<file path="src/rtl/hpi_xfer_engine.sv">
// HPI bus master: queues read/write/chip-reset commands and plays them out on the
// OTG host port interface with programmable setup/strobe/hold/reset timing.
module hpi_xfer_engine #(
  parameter int DATA_W     = 16,
  parameter int ADDR_W     = 2,
  parameter int FIFO_DEPTH = 4,
  parameter int SETUP_CYC  = 1,
  parameter int STROBE_CYC = 4,
  parameter int HOLD_CYC   = 1,
  parameter int RESET_CYC  = 16
) (
  input  logic              clk_clk,
  input  logic              reset_reset,
  input  logic              cmd_valid,
  output logic              cmd_ready,
  input  logic [1:0]        cmd_op,
  input  logic [ADDR_W-1:0] cmd_addr,
  input  logic [DATA_W-1:0] cmd_wdata,
  output logic              rsp_valid,
  input  logic              rsp_ready,
  output logic [DATA_W-1:0] rsp_data,
  output logic              busy,
  output logic [ADDR_W-1:0] hpi_addr,
  output logic [DATA_W-1:0] hpi_data_out,
  output logic              hpi_data_oe,
  input  logic [DATA_W-1:0] hpi_data_in,
  output logic              hpi_cs_n,
  output logic              hpi_r_n,
  output logic              hpi_w_n,
  output logic              hpi_rst_n
);

  localparam int PTR_W  = $clog2(FIFO_DEPTH);
  localparam int MAX_SS = (SETUP_CYC > STROBE_CYC) ? SETUP_CYC : STROBE_CYC;
  localparam int MAX_HR = (HOLD_CYC > RESET_CYC) ? HOLD_CYC : RESET_CYC;
  localparam int MAX_C  = (MAX_SS > MAX_HR) ? MAX_SS : MAX_HR;
  localparam int CNT_W  = $clog2(MAX_C + 1);

  // Reload values are "cycles - 1": the counter runs down to zero inside the state.
  localparam int SETUP_LD  = (SETUP_CYC > 0) ? SETUP_CYC - 1 : 0;
  localparam int STROBE_LD = STROBE_CYC - 1;
  localparam int HOLD_LD   = (HOLD_CYC > 0) ? HOLD_CYC - 1 : 0;
  localparam int RESET_LD  = RESET_CYC - 1;

  localparam logic [1:0] OP_RD  = 2'b00;
  localparam logic [1:0] OP_WR  = 2'b01;
  localparam logic [1:0] OP_RST = 2'b10;

  typedef enum logic [2:0] {IDLE, SETUP, STROBE, HOLD, RESP, RST} state_t;

  state_t            state, state_nxt;
  logic [CNT_W-1:0]  cnt, cnt_nxt;

  logic [1:0]        op_mem    [FIFO_DEPTH];
  logic [ADDR_W-1:0] addr_mem  [FIFO_DEPTH];
  logic [DATA_W-1:0] wdata_mem [FIFO_DEPTH];
  logic [PTR_W-1:0]  wptr, rptr;
  logic [PTR_W:0]    count;
  logic              full, empty, push, pop;

  logic [1:0]        op_q;
  logic [ADDR_W-1:0] addr_q;
  logic [DATA_W-1:0] wdata_q, rsp_data_q;
  logic              is_rd;

  assign full      = (count == (PTR_W + 1)'(FIFO_DEPTH));
  assign empty     = (count == '0);
  assign cmd_ready = !full;
  assign push      = cmd_valid && cmd_ready;
  assign pop       = (state == IDLE) && !empty;
  assign is_rd     = (op_q == OP_RD);
  assign busy      = !empty || (state != IDLE);

  always_ff @(posedge clk_clk) begin
    if (push) begin
      op_mem[wptr]    <= cmd_op;
      addr_mem[wptr]  <= cmd_addr;
      wdata_mem[wptr] <= cmd_wdata;
    end
  end

  always_ff @(posedge clk_clk) begin
    if (reset_reset) begin
      wptr  <= '0;
      rptr  <= '0;
      count <= '0;
    end else begin
      if (push) wptr <= wptr + PTR_W'(1);
      if (pop)  rptr <= rptr + PTR_W'(1);
      case ({push, pop})
        2'b10:   count <= count + (PTR_W + 1)'(1);
        2'b01:   count <= count - (PTR_W + 1)'(1);
        default: count <= count;
      endcase
    end
  end

  always_ff @(posedge clk_clk) begin
    if (reset_reset) begin
      op_q       <= '0;
      addr_q     <= '0;
      wdata_q    <= '0;
      rsp_data_q <= '0;
    end else begin
      if (pop) begin
        op_q    <= op_mem[rptr];
        addr_q  <= addr_mem[rptr];
        wdata_q <= wdata_mem[rptr];
      end
      if (state == STROBE && cnt == '0 && is_rd) rsp_data_q <= hpi_data_in;
    end
  end

  always_ff @(posedge clk_clk) begin
    if (reset_reset) begin
      state <= IDLE;
      cnt   <= '0;
    end else begin
      state <= state_nxt;
      cnt   <= cnt_nxt;
    end
  end

  always_comb begin
    state_nxt = state;
    cnt_nxt   = (cnt == '0) ? cnt : cnt - CNT_W'(1);
    case (state)
      IDLE: begin
        if (!empty) begin
          case (op_mem[rptr])
            OP_RD, OP_WR: begin
              if (SETUP_CYC > 0) begin
                state_nxt = SETUP;
                cnt_nxt   = CNT_W'(SETUP_LD);
              end else begin
                state_nxt = STROBE;
                cnt_nxt   = CNT_W'(STROBE_LD);
              end
            end
            OP_RST: begin
              state_nxt = RST;
              cnt_nxt   = CNT_W'(RESET_LD);
            end
            default: state_nxt = IDLE;
          endcase
        end
      end
      SETUP: begin
        if (cnt == '0) begin
          state_nxt = STROBE;
          cnt_nxt   = CNT_W'(STROBE_LD);
        end
      end
      STROBE: begin
        if (cnt == '0) begin
          if (HOLD_CYC > 0) begin
            state_nxt = HOLD;
            cnt_nxt   = CNT_W'(HOLD_LD);
          end else begin
            state_nxt = is_rd ? RESP : IDLE;
          end
        end
      end
      HOLD: if (cnt == '0) state_nxt = is_rd ? RESP : IDLE;
      RESP: if (rsp_ready) state_nxt = IDLE;
      RST:  if (cnt == '0) state_nxt = IDLE;
      default: state_nxt = IDLE;
    endcase
  end

  always_comb begin
    hpi_cs_n    = 1'b1;
    hpi_r_n     = 1'b1;
    hpi_w_n     = 1'b1;
    hpi_rst_n   = 1'b1;
    hpi_data_oe = 1'b0;
    rsp_valid   = 1'b0;
    case (state)
      SETUP: begin
        hpi_cs_n    = 1'b0;
        hpi_data_oe = !is_rd;
      end
      STROBE: begin
        hpi_cs_n    = 1'b0;
        hpi_r_n     = !is_rd;
        hpi_w_n     = is_rd;
        hpi_data_oe = !is_rd;
      end
      HOLD: begin
        hpi_cs_n    = 1'b0;
        hpi_data_oe = !is_rd;
      end
      RESP:    rsp_valid = 1'b1;
      RST:     hpi_rst_n = 1'b0;
      default: ;
    endcase
  end

  assign hpi_addr     = addr_q;
  assign hpi_data_out = wdata_q;
  assign rsp_data     = rsp_data_q;

endmodule

</file>
<file path="config.mk">
export PLATFORM = sky130hd
export DESIGN_NAME = hpi_xfer_engine
export DESIGN_NICKNAME = d
export VERILOG_FILES = /design/src/rtl/hpi_xfer_engine.sv
export SDC_FILE = /design/constraint.sdc
export NUM_CORES = 1
export LEC_CHECK = 0
export CORE_ASPECT_RATIO = 1.2
export CORE_MARGIN = 2
export CORE_UTILIZATION = 40
export CTS_BUF_LIST = sky130_fd_sc_hd__clkbuf_8 sky130_fd_sc_hd__clkbuf_16
export DETAILED_ROUTE_END_ITERATION = 6
export PLACE_DENSITY_LB_ADDON = 0.3
export SYNTH_ARGS = -nofsm -noshare
export SYNTH_HDL_FRONTEND = slang
export SYNTH_SLANG_ARGS = --single-unit
</file>
<file path="constraint.sdc">
create_clock -name clk_clk -period 2.18 [get_ports clk_clk]
set_input_delay 0.327 -clock clk_clk [delete_from_list [all_inputs] [get_ports clk_clk]]
set_output_delay 0.327 -clock clk_clk [all_outputs]
set_load 0.05 [all_outputs]
</file>
==> flow_summary.json <==
{
  "rr_worst_depth": 9,
  "via_count": 3228,
  "arrival_ns": 2.51,
  "status": "completed",
  "worst-path-stages": 9,
  "startpoint": "count[0]",
  "design.core.area_sq_mm": 0.0126,
  "path_buf_inv": 2,
  "dieWidth_um": 108,
  "dieArea_sq_mm": 0.0138,
  "final_cells": 650,
  "synthCells": 367,
  "rows": 45,
  "critical_path.endpoint": "count[2]",
  "gp_congestion": 0.746,
  "final_util_pct": 54.4,
  "wl_um": 10400,
  "cts_buffers": 17,
  "r2r-end": "count[2]",
  "fin_skew_ns": 0.00499,
  "critPathSlowestCell": "or3_1",
  "ant_nets": 0,
  "p_per_area_mw_per_mm2": 1410,
  "setup_violations": 0,
  "period_share_pct": 99.9,
  "grt_overflow": 0,
  "grt_pass1_vias": 3285,
  "endpoint_kind": "register",
  "rsz0062_at_grt": "true",
  "crit_fanout": 2,
  "avgViaCountPerCell": 4.97,
  "ff_latch_area_sq_mm": 0.00347,
  "worstSetupPathType": "register to register",
  "slew_viol_final": 0,
  "syn-mean-instance-area_sq_um": 14.0,
  "ys_top_cells_by_area": "edfxtp_1, dfxtp_1, mux4_2, nand2_1, mux2i_1",
  "ys_seq_area_share_pct": 67.3,
  "ys_warn_count": 0,
  "grt.total_usage_pct": 15.9,
  "io_pins": 82,
  "num-nets-final": 522,
  "diodes": 0,
  "slowest_delay_ns": 0.40,
  "wl_per_cell_um": 16.0,
  "peakVddDrop_mv": 0.635,
  "clockBufferDepth": 2,
  "placed_area_sq_mm": 0.00626,
  "layout_commonest_cell": "edfxtp_1",
  "path_clk_slew_ns": 0.06,
  "tns_ns": 0,
  "hold_viol_final": 0,
  "hold_path_class": "primary input to register",
  "htree_levels": 4,
  "route.detailed.drc": 0,
  "mappedNetlistNets": 416,
  "die_h_um": 128,
  "cp_top_family": "simple AND/OR/NAND/NOR gates",
  "yosysUniqueCellTypes": 41,
  "drtIter0Drc": 114,
  "layout_common_cells": "edfxtp_1, clkdlybuf4s50_1, nand2_1, dfxtp_1, nor2_1",
  "root_buffer": "clkbuf_16",
  "first_pass_iters": 4,
  "start_kind": "register",
  "synth.largest_area_cell": "edfxtp_1",
  "grt_pass1_wl_um": 16200,
  "grt_start_max_net_pins": 29,
  "place_inst": 617,
  "initial_core_util_pct": 40.8,
  "dp_hpwl_um": 6590,
  "antenna_found_initial": 0,
  "tritoncts": "yes",
  "relSlewSlack_pct": 64.5,
  "synthesis.area_sq_mm": 0.00514,
  "drive_above_1_share_pct": 19.3,
  "r2r_slack_ns": 0.001,
  "period_needed_ns": 2.18,
  "multi_input_area_sq_mm": 0.00158,
  "n_fill_cell": 1074,
  "timing.rr.start": "count[0]",
  "syn_to_final_growth_pct": 33.4,
  "max-cap-violations": 0,
  "fin_area_sq_mm": 0.00686,
  "tightest_slew_ns": 0.533,
  "synth_top_area_share_pct": 46.7,
  "leakage_nw": 2.53,
  "cts_sinks": 133,
  "numPortBuffers": 81,
  "worstPathCellList": "or3b_4, and2_4, inv_4, ha_4, inv_2, fa_2, xor2_1, or3_1, a21oi_2",
  "fmax_ghz": 0.459,
  "yosys_register_bits": 133,
  "cp.required_ns": 2.51,
  "clkLatencyLatePin_ns": 0.40
}
per-stage QoR:
step                hold WS, ns  setup WS (ns)  power, mW
CTS                       0.374         0.0114       9.74
finish                    0.386        0.00138       9.68
detailed placement        0.446        -0.0928       7.03
global route              0.411        -0.0673       10.2
floorplan                 0.426         -0.174       5.85
global placement          0.443        -0.0291       6.94
kinds of logic after synthesis:
logic type / synth area share (%)
AO/OA/AOI/OAI: 4.74
XOR/XNOR: 1.36
buffers and inverters: 2.41
adder cells (fa/ha/maj): 2.34
AND/OR/NAND/NOR: 9.75
multiplexers: 12.1
flip-flops: 67.3
where the power goes:
group,switching (mW),internal [mW]
logic,2.25,1.45
registers,0.194,3.11
clock network,1.01,1.66
cell usage after synthesis:
master    instances
o21ai_0           7
o22ai_1           1
mux4_2           20
o21bai_1          1
or3b_1            1
and3_2            1
fa_1              1
buf_2             6
nand3_4           1
and2_1            1
edfxtp_1         80
a21boi_2          1
and3_1            4
xor2_1            6
o41ai_1           1
dfxtp_1          53
a311oi_1          1
nand3_1           1
a211oi_1          2
nor4b_4           1
nand2_1          52
or3_1             2
nor4b_1           1
clkbuf_1          6
ha_1              8
o21a_1            1
buf_4             2
buf_6             1
nor3b_1           1
and4_1            1
nand4_1           2
nor3_1            5
xnor2_1           2
inv_2             1
a21oi_1          27
buf_1             1
inv_1            10
a211o_1           1
nor2b_1           1
mux2i_1          17
nor2_1           35
flip-flops by register name, summed over array words and instances (netlist names), 3 cells and up, named ones only:
signal / count
hpi_data_out: 16
state: 3
op_mem: 8
rsp_data: 16
cnt: 5
count: 3
addr_mem: 8
wdata_mem: 64
cell type report:
| type | instances | area share, % |
|---|---|---|
| sequential | 133 | 50.5 |
| clock inverter | 15 | 2.04 |
| timing repair buffer | 103 | 14.6 |
| multi-input combinational | 207 | 23.0 |
| tap | 164 | 2.99 |
| inverter | 11 | 0.638 |
| clock buffer | 17 | 6.20 |
worst min-delay path by stage:
stage	from	to	slack, ns	cells past startpoint
after floorplan	cmd_addr[0]	addr_mem[0][0]	0.43	0
after global placement	hpi_data_out[0]	hpi_data_out[0]	0.44	2
after detailed placement	hpi_data_out[0]	hpi_data_out[0]	0.45	2
after CTS	reset_reset	register	0.37	2
after global routing	reset_reset	register	0.41	2
final	reset_reset	register	0.39	2
timing repair:
item / CTS / global route
setup endpoints to repair: 2 / 1
buffers inserted: 1 / 0
hold buffers: 0 / 0
pin swaps: 1 / 3
resized for setup: 4 / 7
per-layer routing:
| metal | GRT usage (%) | share of wire [%] |
|---|---|---|
| met5 | 0 | 0 |
| met3 | 4.32 | 4.3 |
| met1 | 16.7 | 40 |
| met4 | 8.14 | 2.3 |
| met2 | 29.0 | 54 |
(Power assumes the default switching activity.)
